File: config.mk
export PLATFORM = sky130hd
export DESIGN_NAME = encoder4_2_rr
export DESIGN_NICKNAME = d
export VERILOG_FILES = /design/src/rtl/encoder4_2_rr.sv
export SDC_FILE = /design/constraint.sdc
export NUM_CORES = 1
export LEC_CHECK = 0
export CAP_MARGIN = 20
export CORE_ASPECT_RATIO = 0.9
export CORE_MARGIN = 1.5
export CORE_UTILIZATION = 27
export DETAILED_ROUTE_END_ITERATION = 8
export PLACE_DENSITY = 0.46
export RECOVER_POWER = 25
export REMOVE_ABC_BUFFERS = 1
export SYNTH_ARGS = -nofsm -noshare
export SYNTH_HDL_FRONTEND = slang
export SYNTH_SLANG_ARGS = --single-unit
File: constraint.sdc
create_clock -name clk -period 3.55 [get_ports clk]
set_clock_uncertainty 0.15 [all_clocks]
set_input_delay 0.71 -clock clk [delete_from_list [all_inputs] [get_ports clk]]
set_output_delay 0.71 -clock clk [all_outputs]
set_load 0.02 [all_outputs]
File: src/rtl/encoder4_2_rr.sv
// encoder4_2_rr: round-robin 4:2 encoder with pending-request capture,
// valid/ready issue handshake and duplicate-request flag.
module encoder4_2_rr (
  input  logic       clk,
  input  logic       rst_n,
  input  logic       en,
  input  logic [3:0] req,
  input  logic       ready,
  output logic [1:0] y,
  output logic       valid,
  output logic [3:0] pend,
  output logic       dup
);

  typedef enum logic {
    IDLE,
    HOLD
  } state_t;

  state_t     state;
  state_t     state_nx;
  logic [1:0] ptr;
  logic [1:0] ptr_nx;
  logic [1:0] y_nx;
  logic       valid_nx;
  logic [1:0] sel;
  logic [1:0] off;
  logic [7:0] dbl;
  logic [3:0] rot;
  logic [3:0] clr;
  logic [3:0] pend_nx;
  logic       dup_nx;
  logic       any;
  logic       load;

  // Rotate pend so bit 0 is the ptr slot; first set bit wins.
  always_comb begin
    dbl = {pend, pend};
    rot = dbl[ptr +: 4];
    any = |pend;
    off = 2'd0;
    priority case (1'b1)
      rot[0]:  off = 2'd0;
      rot[1]:  off = 2'd1;
      rot[2]:  off = 2'd2;
      rot[3]:  off = 2'd3;
      default: off = 2'd0;
    endcase
    sel = ptr + off;
  end

  // Next state, issue load, pending update and duplicate detect.
  always_comb begin
    state_nx = state;
    load     = 1'b0;
    y_nx     = y;
    valid_nx = valid;
    ptr_nx   = ptr;
    unique case (state)
      IDLE: begin
        if (any) load = 1'b1;
      end
      HOLD: begin
        if (ready) begin
          if (any) begin
            load = 1'b1;
          end else begin
            valid_nx = 1'b0;
            state_nx = IDLE;
          end
        end
      end
      default: state_nx = IDLE;
    endcase
    if (load) begin
      y_nx     = sel;
      valid_nx = 1'b1;
      state_nx = HOLD;
      ptr_nx   = sel + 2'd1;
    end
    clr     = load ? (4'b0001 << sel) : 4'b0000;
    pend_nx = (pend & ~clr) | (en ? req : 4'b0000);
    dup_nx  = en & (|(req & pend & ~clr));
  end

  // State, outputs and pointer registers.
  always_ff @(posedge clk or negedge rst_n) begin
    if (!rst_n) begin
      state <= IDLE;
      ptr   <= 2'd0;
      y     <= 2'd0;
      valid <= 1'b0;
      pend  <= 4'b0000;
      dup   <= 1'b0;
    end else begin
      state <= state_nx;
      ptr   <= ptr_nx;
      y     <= y_nx;
      valid <= valid_nx;
      pend  <= pend_nx;
      dup   <= dup_nx;
    end
  end

endmodule

==> results of run 1 <==
## worst paths after layout
check,start,to,slack (ps)
worst max-delay path,ptr[0],dup,800
worst min-delay path,valid,valid,320
worst max register to register,ptr[0],dup,800
worst min register to register,valid,valid,320
max in group asynchronous,rst_n,state,2220
min in group asynchronous,rst_n,ptr[0],690
## kinds of logic (layout without fill, tap and decap cells)
logic type,count (synthesis),in the layout
buf+inv,8,21
compound gates,17,17
flops,11,11
simple gates,35,35
mux,2,2
xor+xnor,1,1
fa+ha+maj,5,5
## placed cells by master (no fill, tap or decap), types with 2 or more instances in the layout
cell / n
sky130_fd_sc_hd__clkbuf_4: 3
sky130_fd_sc_hd__dfrtp_1: 11
sky130_fd_sc_hd__o21ai_0: 4
sky130_fd_sc_hd__nand2b_1: 3
sky130_fd_sc_hd__o221ai_1: 2
sky130_fd_sc_hd__ha_1: 5
sky130_fd_sc_hd__nand3_1: 5
sky130_fd_sc_hd__a22o_1: 4
sky130_fd_sc_hd__nor2_1: 4
sky130_fd_sc_hd__and2b_1: 2
sky130_fd_sc_hd__nand2_1: 14
sky130_fd_sc_hd__clkdlybuf4s50_1: 14
sky130_fd_sc_hd__inv_1: 2
## synth_stat cells, drive strengths merged, types with 2 or more instances
cell type  instances  area [µm²]
nor2               4        15.0
o221ai             2        17.5
nand3              5        25.0
ha                 5        62.6
inv                2        7.51
a22o               4        35.0
and2b              2        15.0
dfrtp             11         275
nand2             14        52.6
o21ai              4        20.0
buf                5        50.0
nand2b             3        18.8
## flip-flops by register name (all words and copies together), names as in the netlist
name   flops
pend       4
y          2
dup        1
state      1
ptr        2
valid      1
## worst reg2reg max path, delay by kind of cell (launching register included)
family,cells,cell delay [ps]
flip-flops,1,550
AO/OA/AOI/OAI,5,930
adder cells (fa/ha/maj),2,440
XOR/XNOR,1,150
AND/OR/NAND/NOR,4,450
## final cells by class
type	instances	area, µm²
Sequential cell	11	275
Fill cell	287	1780
Clock inverter	1	5.00
Inverter	2	7.51
Multi-Input combinational cell	60	424
Clock buffer	3	22.5
Tap cell	30	37.5
Timing Repair Buffer	15	150
## power by group through the flow
stage	logic, W	registers, W	clock network [W]
finish	0.000540	0.000282	0.0000821
global route	0.000625	0.000297	0.0000934
CTS	0.000541	0.000281	0.0000869
detailed placement	0.000535	0.000284	0
global placement	0.000545	0.000283	0
floorplan	0.000336	0.000304	0
## through the flow
step,std cells,setup slack (ps)
5_1_grt,122,442
3_5_place_dp,118,827
4_1_cts,122,804
3_3_place_gp,118,827
2_1_floorplan,73,1100
6_report,122,799
## per-layer routing
metal	routed length [µm]	part of all wire	vias to the layer above	global-route usage
met5	0	0	-	0
met1	782	0.51	281	0.157
met3	60	0.039	2	0.0391
met4	10	0.0065	0	0.0189
li1	-	-	310	-
met2	683	0.44	13	0.181
==> impl_metrics.py, run 1 <==
metrics = {
    "run_status": {
        "run_status": "completed",
    },
    "layout": {
        "proportion_of_layout_cells_with_a_drive_suffix_above_1": 0.109,
        "finish.instance_area_um2": 922,
        "area.growth.synth_to_final_pct": 21.0,
        "num-nets-final": 106,
        "antenna_cells": 0,
        "finalCoreUtilization": 0.341,
    },
    "clocking": {
        "deepest_clock_path_buffer_count": 2,
        "holdBufCountCts": 0,
        "cts_root_buffer": "sky130_fd_sc_hd__clkbuf_4",
        "clock_latency_ps": 260,
        "cts_max_level": 1,
        "cts_made_buffers": 3,
        "cts_post_setup_buffers_inserted": 0,
        "tritoncts": "yes",
        "cts_sinks": 11,
        "cts.clk_slew.worst_paths_ps": 70,
        "postCtsResizedCells": 0,
    },
    "power": {
        "post_route_total_power_w": 0.000905,
        "seq_power_share": 0.312,
        "power_per_cell_area_nw_per_um2": 981,
        "combPwrFrac": 0.597,
        "vdd_drop_max_uv": 280,
        "power_switching_w": 0.000417,
        "switching_share_of_power": 0.461,
        "cell_internal_pwr_w": 0.000488,
        "pwr-share-clk": 0.091,
        "p_leak_nw": 0.407,
    },
    "setup_path": {
        "critical_path.top_delay_family": "compound AO/OA/AOI/OAI gates",
        "worst_r2r_path_depth": 12,
        "cp.required_ps": 3570,
        "crit_path_max_incr_delay_ps": 550,
        "critical_path.most_common_cell": "sky130_fd_sc_hd__ha_1",
        "critPathMaxFanout": 12,
        "cp_data_arrival_time_ps": 2770,
        "crit_cells": 12,
        "cpMaxStageDelayCell": "sky130_fd_sc_hd__dfrtp_1",
        "setup.worst_path.end_class": "flip-flop",
        "timing.critical_path.buf_inv": 0,
        "timing.critical_path.cells": "nand2b_1 > o22ai_1 > o21ai_0 > o221ai_1 > ha_1 > xnor2_1 > a31oi_1 > nor2_1 > ha_1 > nand2_1 > nand3_1 > a41oi_1",
        "worst_setup_path_start_kind": "flip-flop",
        "worstSetupPathType": "flip-flop to flip-flop",
    },
    "floorplanning": {
        "boundaryPins": 16,
        "die_height_um": 53.4,
        "initial_core_util": 0.282,
        "area_of_the_die_um2": 3150,
        "die_w_um": 59.0,
        "design.core.area_um2": 2700,
        "core.rowCount": 18,
    },
    "grt": {
        "grt_start_max_net_pins": 13,
        "grt_pass1_vias": 590,
        "antenna_found_initial": 0,
        "grt_overflow": 0,
        "grt_util_all_layers": 0.116,
        "grt_first_pass_wirelength_mm": 2.73,
    },
    "timing": {
        "rsz0062_at_grt": "no",
        "setup_total_negative_slack_ps": 0,
        "max_freq_ghz": 0.364,
        "setup_viol_count_final": 0,
        "period_share": 0.775,
        "timing_worst_slew_pin_value_ps": 497,
        "final_max_slew_viol_count": 0,
        "finalHoldViolations": 0,
        "timing.slew.headroom": 0.668,
        "fin_crit_ps": 2750,
        "hold_ws_ps": 320,
    },
    "detailed_routing": {
        "drc": 0,
        "detail_route.vias_per_cell": 4.97,
        "ant_nets": 0,
        "drt_pre_antenna_iters": 4,
        "drt-total-wl_mm": 1.54,
        "routed-via-count": 606,
        "drt_iter0_markers": 15,
        "detail_route.wl_per_cell_um": 12.6,
    },
    "synth": {
        "synth.yosys.seq_area_share": 0.361,
        "synth-main-ff-cell": "sky130_fd_sc_hd__dfrtp_1",
        "netlist-cell-type-count": 33,
        "yosysWarnings": 0,
        "synthesized_area_fraction_occupied_by_xor_and_xnor_cells": 0.0115,
        "asyncSetResetFlopFracSynth": 1.00,
        "synth_top_family_by_area": "simple AND/OR/NAND/NOR gates",
        "syn-mean-instance-area_um2": 9.65,
        "synth-edff-count": 0,
        "netlist_area_um2": 762,
        "yosys.area_share.adder": 0.0821,
        "synthesis.instances": 79,
        "yosys_register_bits": 11,
        "compound_cell_area_share_of_the_yosys_netlist": 0.192,
        "post_synth_and_or_nand_nor_area_fraction": 0.243,
        "muxShareOfSynthArea": 0.0279,
    },
    "place": {
        "placed_instance_area_um2": 895,
        "finalWeightedCongestion": 0.770,
        "io_buffers": 15,
        "place.detailed.hpwl_mm": 1.15,
    },
    "min_path": {
        "tightest_hold_check_type": "flip-flop to flip-flop",
        "min_delay_path_depth": 2,
    },
    "flow_run": {
        "max_cap_viol_count": 0,
    },
}
Power figures use the tool's default switching activity.
==> inputs of run 2 (changes only) <==
--- a/config.mk
+++ b/config.mk
@@ -10,7 +10,7 @@
 export CORE_MARGIN = 1.5
 export CORE_UTILIZATION = 27
 export DETAILED_ROUTE_END_ITERATION = 8
-export PLACE_DENSITY = 0.46
+export PLACE_DENSITY = 0.47
 export RECOVER_POWER = 25
 export REMOVE_ABC_BUFFERS = 1
 export SYNTH_ARGS = -nofsm -noshare
==> constraint.sdc (replaced) <==
create_clock -name clk -period 2.4 [get_ports clk]
set_clock_uncertainty 0.15 [all_clocks]
set_input_delay 0.48 -clock clk [delete_from_list [all_inputs] [get_ports clk]]
set_output_delay 0.48 -clock clk [all_outputs]
set_load 0.02 [all_outputs]
==> run 2 against run 1 <==
Net effect:
- final area up 27%
- largest power group unchanged
- die area unchanged
- the flow now finishes with violations (setup timing)
- via count up 13%
==> impl_metrics.py, run 2 (synthesis results as in run 1) <==
metrics = {
    "clocking": {
        "clock_latency_ps": 270,
        "deepest_clock_path_buffer_count": 2,
        "tritoncts": "yes",
        "cts_sinks": 11,
        "cts_max_level": 1,
        "cts_made_buffers": 3,
        "cts_root_buffer": "sky130_fd_sc_hd__clkbuf_4",
        "cts.clk_slew.worst_paths_ps": 80,
        "holdBufCountCts": 0,
    },
    "layout": {
        "area.growth.synth_to_final_pct": 53.5,
        "num-nets-final": 125,
        "mostFrequentLayoutCell": "sky130_fd_sc_hd__buf_4",
        "finish.instance_area_um2": 1170,
        "largestRegisters": "pend (4), ptr (2), y (2)",
        "finalCoreUtilization": 0.433,
        "largest_reg_flops": 4,
        "proportion_of_layout_cells_with_a_drive_suffix_above_1": 0.423,
        "filler_instances": 265,
        "regMostFlops": "pend",
        "final-instance-count-excl-fill": 141,
        "antenna_cells": 0,
        "layout.cells.most_common_list": "sky130_fd_sc_hd__buf_4 (18), sky130_fd_sc_hd__clkdlybuf4s50_1 (14), sky130_fd_sc_hd__nand2_1 (12)",
    },
    "power": {
        "power_per_cell_area_nw_per_um2": 1550,
        "p_leak_nw": 0.525,
        "vdd_drop_max_uv": 640,
    },
    "setup_path": {
        "timing.critical_path.cells": "buf_4 > buf_4 > or4_4 > and4_4 > or2_1 > ha_1 > nand2_1 > nand3_1 > a41oi_2",
        "crit_path_start": "pend[2]",
        "critical_path.most_common_cell": "sky130_fd_sc_hd__buf_4",
        "worst_setup_path_start_kind": "flip-flop",
        "crit_path_max_incr_delay_ps": 510,
        "critPathMaxFanout": 5,
        "cp_data_arrival_time_ps": 2470,
        "reg2reg_slack_ps": -40,
        "worstSetupPathType": "flip-flop to flip-flop",
        "rr_startpoint": "pend[2]",
        "setup.worst_path.end_class": "flip-flop",
        "cp.required_ps": 2440,
        "critical_path.top_delay_family": "simple AND/OR/NAND/NOR gates",
        "timing.critical_path.buf_inv": 2,
        "cpMaxStageDelayCell": "sky130_fd_sc_hd__or4_4",
    },
    "detailed_routing": {
        "drt-total-wl_mm": 1.83,
        "met3_length_um": 64,
        "ant_nets": 0,
        "drt_iter0_markers": 6,
        "drc": 0,
        "detail_route.vias_per_cell": 4.84,
        "top_layer_used": "met4",
        "drt_pre_antenna_iters": 4,
        "detail_route.wl_per_cell_um": 13.0,
        "wirelength_met1_um": 900,
        "routed-wl-met2_um": 854,
        "routed-via-count": 682,
    },
    "flow_run": {
        "max_cap_viol_count": 0,
    },
    "floorplanning": {
        "initial_core_util": 0.282,
        "die_height_um": 53.4,
        "die_w_um": 59.0,
        "design.core.area_um2": 2700,
        "boundaryPins": 16,
        "core.rowCount": 18,
        "area_of_the_die_um2": 3150,
    },
    "min_path": {
        "min-delay-start": "y[1]",
        "tightest_hold_check_type": "flip-flop to flip-flop",
    },
    "grt": {
        "grt_pass1_vias": 689,
        "grt_util_all_layers": 0.134,
        "grt_start_max_net_pins": 12,
        "grt_overflow": 0,
        "grt_first_pass_wirelength_mm": 3.02,
        "antenna_found_initial": 0,
    },
    "place": {
        "dp_cells": 133,
        "finalWeightedCongestion": 0.790,
        "placed_instance_area_um2": 1010,
        "place.detailed.hpwl_mm": 1.35,
        "io_buffers": 15,
    },
    "timing": {
        "period_share": 1.01,
        "timing.slew.headroom": 0.638,
        "final_max_slew_viol_count": 0,
        "rsz0062_at_grt": "yes",
        "max_freq_ghz": 0.411,
        "hold_ws_ps": 331,
        "finalHoldViolations": 0,
        "timing_worst_slew_pin_value_ps": 540,
        "post-route-worst-setup-slack_ps": -35.7,
        "fin_crit_ps": 2440,
        "setup_viol_count_final": 1,
    },
    "run_status": {
        "violations_in_the_final_reports": "setup timing",
        "run_status": "finished with violations",
    },
}
run 2: routing by layer:
layer	vias up	global-route usage
li1	347	-
met1	318	0.174
met2	14	0.209
met3	3	0.0440
met4	0	0.0417
met5	-	0
run 2: worst min-delay path: cells and delay by family, from the launching register on:
family	cells	cell delay (ps)
AOI/OAI and AO/OA	1	50
DFF	1	340
and+or+nand+nor	1	60
run 2: final cells by class:
type | count | area [µm²] | area share
inverter | 2 | 7.51 | 0.00642
sequential | 11 | 279 | 0.239
timing repair buffer | 34 | 297 | 0.253
multi-input combinational | 60 | 523 | 0.447
clock buffer | 4 | 26.3 | 0.0225
tap | 30 | 37.5 | 0.0321
run 2: stage by stage:
stage          total power [W]  worst slack (ps)  setup TNS, ps
3_3_place_gp           0.00139             -23.3          -23.3
6_report               0.00182             -35.7          -35.7
4_1_cts                0.00159              4.67              0
5_1_grt                0.00197              -103           -221
2_1_floorplan         0.000946             -52.4          -52.4
3_5_place_dp           0.00139             -10.0          -10.0
run 2: repair_timing:
action / in CTS / in global routing
setup buffers: 3 / 1
pin swaps: 2 / 5
gates resized for setup: 6 / 19
endpoints found under the setup margin: 2 / 5
run 2: final timing paths:
kind / end / cells past startpoint
max: dup / 9
min: y[1] / 2
max reg2reg: dup / 9
min reg2reg: y[1] / 2
max in group asynchronous: pend[0] / 1
min in group asynchronous: ptr[0] / 1
run 2: power by group:
group / internal (W) / total [W] / switching [W]
registers: 0.000266 / 0.000359 / 0.0000930
clock network: 0.0000643 / 0.000129 / 0.0000645
logic: 0.000707 / 0.00133 / 0.000624
total: 0.00104 / 0.00182 / 0.000782
